`config.mk`:
```
export PLATFORM = sky130hd
export DESIGN_NAME = multi_obstacle_control
export DESIGN_NICKNAME = d
export VERILOG_FILES = /design/src/rtl/multi_obstacle_control.sv
export SDC_FILE = /design/constraint.sdc
export NUM_CORES = 1
export LEC_CHECK = 0
export ABC_AREA = 1
export CAP_MARGIN = 20
export CELL_PAD_IN_SITES_DETAIL_PLACEMENT = 0
export CELL_PAD_IN_SITES_GLOBAL_PLACEMENT = 1
export CORE_UTILIZATION = 35
export CTS_CLUSTER_DIAMETER = 100
export DETAILED_ROUTE_END_ITERATION = 10
export PLACE_DENSITY_LB_ADDON = 0.1
export SLEW_MARGIN = 15
export SYNTH_ARGS = -nofsm -noshare
export SYNTH_HDL_FRONTEND = slang
export SYNTH_SLANG_ARGS = --single-unit
```
`constraint.sdc`:
```
create_clock -name clk -period 4.8 [get_ports clk]
set_clock_uncertainty 0.1 [all_clocks]
set_input_delay 0.72 -clock clk [delete_from_list [all_inputs] [get_ports clk]]
set_output_delay 0.72 -clock clk [all_outputs]
set_load 0.005 [all_outputs]
```
`src/rtl/multi_obstacle_control.sv`:
```
// Obstacle engine: NUM_OBS independent falling obstacle slots with LFSR-placed spawns,
// a speed ramp driven by retirements and a saturating score.
module multi_obstacle_control #(
  parameter int          NUM_OBS        = 4,
  parameter logic [9:0]  OBS_W          = 10'd30,
  parameter logic [9:0]  OBS_H          = 10'd30,
  parameter logic [9:0]  SCREEN_W       = 10'd640,
  parameter logic [9:0]  SCREEN_H       = 10'd480,
  parameter logic [3:0]  INIT_SPEED     = 4'd4,
  parameter logic [3:0]  MAX_SPEED      = 4'd12,
  parameter int          SPEED_STEP     = 5,
  parameter int          SPAWN_INTERVAL = 40,
  parameter logic [15:0] LFSR_SEED      = 16'hACE1
) (
  input  logic                    clk,
  input  logic                    rst,
  input  logic                    game_en,
  input  logic                    collision,
  output logic [10*NUM_OBS-1:0]   obs_x_bus,
  output logic [10*NUM_OBS-1:0]   obs_y_bus,
  output logic [NUM_OBS-1:0]      obs_active,
  output logic [3:0]              speed,
  output logic [15:0]             score,
  output logic [9:0]              obstacle_width,
  output logic [9:0]              obstacle_height
);

  localparam logic [9:0] RETIRE_Y = SCREEN_H - OBS_H;
  localparam logic [9:0] X_RANGE  = SCREEN_W - OBS_W;
  localparam int TW = (SPAWN_INTERVAL > 1) ? $clog2(SPAWN_INTERVAL) : 1;
  localparam logic [TW-1:0] TIMER_LAST = TW'(SPAWN_INTERVAL - 1);
  localparam int CW = $clog2(NUM_OBS + 1);
  localparam int SW = $clog2(SPEED_STEP + NUM_OBS + 1);
  localparam logic [SW-1:0] STEP_N = SW'(SPEED_STEP);

  typedef enum logic {
    IDLE   = 1'b0,
    ACTIVE = 1'b1
  } slot_state_t;

  slot_state_t     state_r [NUM_OBS];
  slot_state_t     state_s [NUM_OBS];
  logic [9:0]      x_r     [NUM_OBS];
  logic [9:0]      x_s     [NUM_OBS];
  logic [9:0]      y_r     [NUM_OBS];
  logic [9:0]      y_s     [NUM_OBS];
  logic [TW-1:0]   timer_r, timer_s;
  logic [15:0]     lfsr_r, lfsr_s;
  logic [3:0]      speed_r, speed_s;
  logic [15:0]     score_r, score_s;
  logic [SW-1:0]   step_r, step_s;
  logic [CW-1:0]   retire_cnt_s;
  logic [16:0]     score_sum_s;
  logic [SW-1:0]   step_sum_s;
  logic            tick_s;
  logic            idle_found_s;

  function automatic logic [15:0] lfsr_next(input logic [15:0] l);
    return (l >> 1) ^ (l[0] ? 16'hB400 : 16'h0000);
  endfunction

  // Fold the raw 10-bit random value into [0, X_RANGE) so obstacles stay on screen.
  function automatic logic [9:0] map_x(input logic [9:0] r);
    return (r >= X_RANGE) ? (r - X_RANGE) : r;
  endfunction

  // Next-state logic for slots, spawn timer, LFSR, score and speed ramp.
  always_comb begin
    state_s      = state_r;
    x_s          = x_r;
    y_s          = y_r;
    timer_s      = timer_r;
    lfsr_s       = lfsr_r;
    speed_s      = speed_r;
    score_s      = score_r;
    step_s       = step_r;
    retire_cnt_s = '0;
    score_sum_s  = '0;
    step_sum_s   = '0;
    idle_found_s = 1'b0;
    tick_s       = game_en & ~collision;

    if (tick_s) begin
      for (int i = 0; i < NUM_OBS; i++) begin
        if (state_r[i] == ACTIVE) begin
          if (y_r[i] >= RETIRE_Y) begin
            state_s[i]   = IDLE;
            y_s[i]       = 10'd0;
            retire_cnt_s = retire_cnt_s + CW'(1);
          end else begin
            y_s[i] = y_r[i] + {6'd0, speed_r};
          end
        end else begin
          y_s[i] = y_r[i];
        end
      end

      // Eligibility uses the state at the start of the tick, so a slot retiring now waits a tick.
      for (int i = 0; i < NUM_OBS; i++) begin
        if ((state_r[i] == IDLE) && !idle_found_s) begin
          idle_found_s = 1'b1;
          if (timer_r == TIMER_LAST) begin
            state_s[i] = ACTIVE;
            y_s[i]     = 10'd0;
            x_s[i]     = map_x(lfsr_r[9:0]);
          end else begin
            state_s[i] = IDLE;
          end
        end else begin
          idle_found_s = idle_found_s;
        end
      end

      if (timer_r == TIMER_LAST) begin
        if (idle_found_s) begin
          timer_s = '0;
          lfsr_s  = lfsr_next(lfsr_r);
        end else begin
          timer_s = timer_r;
        end
      end else begin
        timer_s = timer_r + TW'(1);
      end

      score_sum_s = {1'b0, score_r} + 17'(retire_cnt_s);
      if (score_sum_s[16]) begin
        score_s = 16'hFFFF;
      end else begin
        score_s = score_sum_s[15:0];
      end

      step_sum_s = step_r + SW'(retire_cnt_s);
      if (step_sum_s >= STEP_N) begin
        step_s = step_sum_s - STEP_N;
        if (speed_r < MAX_SPEED) begin
          speed_s = speed_r + 4'd1;
        end else begin
          speed_s = MAX_SPEED;
        end
      end else begin
        step_s = step_sum_s;
      end
    end else begin
      timer_s = timer_r;
    end
  end

  // State registers with asynchronous active-low reset.
  always_ff @(posedge clk or negedge rst) begin
    if (!rst) begin
      for (int i = 0; i < NUM_OBS; i++) begin
        state_r[i] <= IDLE;
        x_r[i]     <= 10'd0;
        y_r[i]     <= 10'd0;
      end
      timer_r <= '0;
      lfsr_r  <= LFSR_SEED;
      speed_r <= INIT_SPEED;
      score_r <= 16'd0;
      step_r  <= '0;
    end else begin
      for (int i = 0; i < NUM_OBS; i++) begin
        state_r[i] <= state_s[i];
        x_r[i]     <= x_s[i];
        y_r[i]     <= y_s[i];
      end
      timer_r <= timer_s;
      lfsr_r  <= lfsr_s;
      speed_r <= speed_s;
      score_r <= score_s;
      step_r  <= step_s;
    end
  end

  for (genvar g = 0; g < NUM_OBS; g++) begin : g_out
    assign obs_x_bus[10*g +: 10] = x_r[g];
    assign obs_y_bus[10*g +: 10] = y_r[g];
    assign obs_active[g]         = (state_r[g] == ACTIVE);
  end

  assign speed           = speed_r;
  assign score           = score_r;
  assign obstacle_width  = OBS_W;
  assign obstacle_height = OBS_H;

endmodule

```
Yosys cells after proc, flatten, opt, wreduce, memory -nomap -nowiden --
Index checks and enable logic that the tools add are counted.
Word-level totals: latch bits 0, register bits 130, word-level logic and storage cells 114, bits in writable memories 0, ROM bits 0, memories kept 0
Cells by class: magnitude comparators 7, eq/ne operators 2, add/sub/neg operators 13, bitwise operators 7, reductions and logical operators 13, shift operators 0, $mul 0, div/mod/pow operators 0, muxes and demuxes 55
Operator list (count):
- $mux W10 | 17
- $add A10 B4 Y10 | 4
- $ge A10 B9 Y1 const B | 4
- $mux W16 | 2
- $mux W3 | 10
- $mux W1 | 22
- $add A16 B3 Y17 | 1
- $xor A15 B16 Y16 | 1
- $reduce_and A3 Y1 | 5
- $mux W6 | 2
- $ge A10 B10 Y1 const B | 1
- $sub A10 B10 Y10 const B | 1
- $add A3 B1 Y3 const B | 3
- $mux W4 | 2
- $add A6 B1 Y6 const B | 1
- $eq A6 B6 Y1 const B | 1
- $not A1 Y1 | 5
- $add A4 B1 Y4 const B | 1
- $add A4 B3 Y4 | 1
- $ge A4 B3 Y1 const B | 1
- $lt A4 B4 Y1 const B | 1
- $reduce_and A2 Y1 | 2
- $sub A4 B3 Y4 const B | 1
- $logic_and A1 B1 Y1 | 3
- other kinds (3) | 5

Depth between registers and ports, before layout --
depth after elaboration 19, gate-level depth with buffers 26, depth with buffers taken out 25

Least setup slack after synthesis --
Ideal clock, no wire load.
kind register -> register, start point reg y_r, in the netlist obs_y_bus[4], end point reg speed_r[0], in the netlist speed[0], stages on the path, launching flop included 26, arrival 3.713 ns, setup time 0.126 ns, period minus slack after synthesis 3.939 ns, setup slack 0.861 ns, buffers on the path 1, cells stage by stage dfrtp_1 > clkbuf_1 > nor2_1 > nand3_1 > nand2_1 > nand2_1 > nand2_1 > inv_1 > ha_1 > nand2_1 > nand2_1 > ha_1 > nand2_1 > nand2_1 > ha_1 > inv_1 > nand2_1 > o21ai_1 > fa_1 > ha_1 > o21ai_0 > nand3_1 > nand2_1 > inv_1 > nand3_1 > o21ai_0
On the way: cells in the longest elaborated chain, start to end 19
Ends and longest elaborated chain:
- start: declaration | RTL line 45 | logic [9:0] y_r [NUM_OBS];
- start signal: indexed assignment | RTL line 165 | y_r[i] <= y_s[i];
- $ge A10 B9 Y1 * | RTL line 86 | if (y_r[i] >= RETIRE_Y) begin
- $mux W1 * | RTL line 86
- $mux W1 * | RTL line 85 | if (state_r[i] == ACTIVE) begin
- $mux W3 * | RTL line 83 | if (tick_s) begin
- $add A3 B1 Y3 | RTL line 89 | retire_cnt_s = retire_cnt_s + CW'(1);
- $mux W3 | RTL line 86
- $mux W3 * | RTL line 85
- $mux W3 * | RTL line 83
- (+3 left out)
- $mux W3 * | RTL line 83
- $add A3 B1 Y3 | RTL line 89
- $mux W3 | RTL line 86
- $mux W3 * | RTL line 85
- $mux W3 * | RTL line 83
- $add A4 B3 Y4 * | RTL line 132 | step_sum_s = step_r + SW'(retire_cnt_s);
- $ge A4 B3 Y1 * | RTL line 133 | if (step_sum_s >= STEP_N) begin
- $reduce_and A2 Y1 (no line) *
- end signal: assignment | RTL line 169 | speed_r <= speed_s;
- end: declaration | RTL line 49 | logic [3:0] speed_r, speed_s;
Every way passes the cells marked *; elsewhere a longest branch is shown, timed or not. The select of a mux whose other input is x is not followed. A chain may end at the register's enable or synchronous reset.

Worst setup path in the final report --
start point reg y_r, in the netlist obs_y_bus[4], end point reg step_r[3]
On the way: cells in the longest elaborated chain, start to end 19, elaborated cells between the ends (all ways) 20
Ends and longest elaborated chain:
- $ge A10 B9 Y1 * | RTL line 86
- $mux W1 * | RTL line 86
- $mux W1 * | RTL line 85
- $mux W3 * | RTL line 83
- $add A3 B1 Y3 | RTL line 89
- $mux W3 | RTL line 86
- $mux W3 * | RTL line 85
- $mux W3 * | RTL line 83
- (+3 left out)
- $mux W3 * | RTL line 83
- $add A3 B1 Y3 | RTL line 89
- $mux W3 | RTL line 86
- $mux W3 * | RTL line 85
- $mux W3 * | RTL line 83
- $add A4 B3 Y4 * | RTL line 132
- $sub A4 B3 Y4 / $ge A4 B3 Y1 (equally long branches) | RTL line 134, 133
- $mux W4 * | RTL line 133
- end signal: assignment | RTL line 171 | step_r <= step_s;
- end: declaration | RTL line 51 | logic [SW-1:0] step_r, step_s;
Marks and branches as above.

==> reports/metrics.cfg <==
[detailed_routing]
drt-total-wl_mm=20.0
met2_length_mm=8.99
drtIter0Drc=239
dr.pass1.iters=4
met3RoutedLength_um=748
post_drt_wl_per_cell_um=14.8
vias=6421
top_layer_used=met4
antenna_left=0
routed_via_density=4.74
wl_met1_mm=10.1
drc=0

[synth]
ys.flop_type=dfrtp_1
synthCells=964
synth-async-reset-ratio_pct=100
synth-seq-cells=130
syn_avg_cell_area_um2=7.82
synth_commonest_cells=nand2_1 (331), dfrtp_1 (121), nand3_1 (94)
synth_area_um2=7540
yosysWarnings=0
ys_types=42
synth_top_area_share_pct=40.1
synthTopCellsByArea=dfrtp_1 (40%), nand2_1 (16%), nand3_1 (6.2%), ha_1 (5.0%), inv_1 (4.4%)
synth_edf_count=0
synth_most_common_cell=nand2_1
synth_top_cell_by_area=dfrtp_1
ys_seq_area_share_pct=43.3

[global_route]
overflow=0
grt_max_degree=68
grt_pass1_vias=6187
track_usage_pct=19.3
grt_antenna_before_repair=0
grt_pass1_wl_mm=33.1

[pwr]
power_per_cell_area_nw_per_um2=399
ir_worst_vdd_mv=0.259
total_leakage_power_uw=0.00473
power.total_uw=3750

[clock_network]
cts_resized=0
postCtsSetupBuffers=0
htreeDepth=4
cts_tree=done
cts.reportedPaths.clkPinSlew_ns=0.06
numCtsBuffers=17
cts_sinks=130
hold_buffers=0
insertion_delay_ns=0.43
clockRootBuffer=clkbuf_16
clk_path_buf_depth=2

[flow_run]
drv_cap=0

[status]
status=finished, final reports clean

[layout]
nets=1107
multiInputGateArea_um2=3700
instances_no_fill=1355
syn_to_final_growth_pct=24.7
antenna_cells=0
drive_gt1_share_pct=8.43
fill_cells=2177
regArea_um2=3260

[timing]
hold_viol=0
rsz0062_at_grt=no
period_share_pct=89.2
maxSlewHeadroom_pct=48.9
finalHoldWorstSlack_ns=0.211
finalSetupTns_ns=0
tightest_slew_ns=0.765
finalWorstSetupSlack_ns=0.519
timing.final.setup_violations=0
fmax_mhz=234
period_minus_slack_ns=4.28
maxSlewViolCount=0

[setup_path]
arrival_ns=4.46
worstSetupPathType=flip-flop to flip-flop
cp-startpoint=obs_y_bus[4]
cp_data_required_time_ns=4.98
start_kind=flip-flop
path_max_fanout=8
worstSetupEndpointType=flip-flop
r2r-start=obs_y_bus[4]

[min_path]
hp-class=input port to asynchronous set/reset pin

[placed_design]
gp_congestion=0.776
place_ws_ns=0.543
io_buffer_count=107
dp_hpwl_mm=14.3
dp.cells=1323

[floorplan]
start_util_pct=35.8
ios=128
die_w_um=149
fp.dieH_um=149
placementRows=53
coreArea_um2=21100
die-area_um2=22100

## where the power goes
group | switching (µW) | internal, µW | total, µW
logic | 527 | 420 | 947
clock network | 500 | 870 | 1370
registers | 203 | 1230 | 1430
## flip-flops by register name (all words and copies together) (netlist names)
register and flops:
lfsr_r 16, obs_active 4, obs_x_bus 40, obs_y_bus 40, score 16, speed 4
step_r 4, timer_r 6
## area by class of cell
type / instances / area share, %
Clock buffer: 23 / 5.19
Clock inverter: 9 / 1.37
Inverter: 98 / 3.94
Multi-Input combinational cell: 708 / 39.3
Sequential cell: 130 / 34.7
Tap cell: 275 / 3.66
Timing Repair Buffer: 112 / 11.8
## layout by cell type (no fill, tap or decap), types with 4 or more instances in the layout
cell               n
dfstp_2            9
inv_1             88
fa_1               6
or2_2              5
nor2_2             4
buf_4              5
nor2_1            39
conb_1            20
o21ai_1           10
nor3_1             6
nand3_1           94
clkdlybuf4s50_1  106
clkbuf_16         17
clkbuf_8           4
inv_2              9
dfrtp_1          121
a31oi_1            4
nand3b_1           4
o21ai_0           54
nand4_1           15
nand3_2            8
o21ai_2            6
a21oi_1           23
ha_1              30
nand2_1          331
xnor2_1           11
xor2_1            17
nand2_2            4
## per-layer routing
metal | GRT usage [%] | vias to the layer above
met4 | 4.95 | 0
li1 | - | 3261
met5 | 0 | -
met3 | 4.13 | 15
met1 | 27.5 | 3033
met2 | 29.5 | 112
## path summary, 6_finish.rpt
check | endpoint | slack (ns) | cells after the start
max | step_r[3] | 0.52 | 24
min | obs_y_bus[21] | 0.21 | 1
max reg2reg | step_r[3] | 0.52 | 24
min reg2reg | lfsr_r[11] | 0.37 | 2
max in group asynchronous | lfsr_r[11] | 3.40 | 2
min in group clk | lfsr_r[11] | 0.37 | 2
## critical path, cell delays in order, from the launching register on
cell,delay (ns)
dfrtp_1,0.46
nor2_1,0.12
nand3_1,0.09
nand2_1,0.07
nand2_1,0.09
nand2_1,0.11
inv_1,0.06
ha_1,0.26
nand2_1,0.10
nand2_1,0.09
ha_1,0.27
nand2_1,0.06
nand2_1,0.08
ha_1,0.29
inv_1,0.07
nand2_1,0.05
o21ai_1,0.18
fa_1,0.52
ha_1,0.22
o21ai_0,0.21
nand3_1,0.17
nand2_1,0.19
inv_1,0.11
nand2_1,0.07
o21ai_0,0.08
## metrics by stage
stage	util (%)	instance area [µm²]
finish	44.6	9400
floorplan	-	7610
global route	44.6	9400
global placement	41.7	8790
CTS	44.6	9400
detailed placement	41.7	8790
## cell families after synthesis
kind of cell             Yosys count  share of synthesized area (%)
AND/OR/NAND/NOR                  521                           30.8
buffers and inverters            144                           8.66
XOR/XNOR                          28                           3.25
other                              2                         0.0996
AO/OA/AOI/OAI                    103                           7.37
flip-flops                       130                           43.3
adder cells (fa/ha/maj)           36                           6.57
Note: power is estimated with default switching activity, not from simulation.
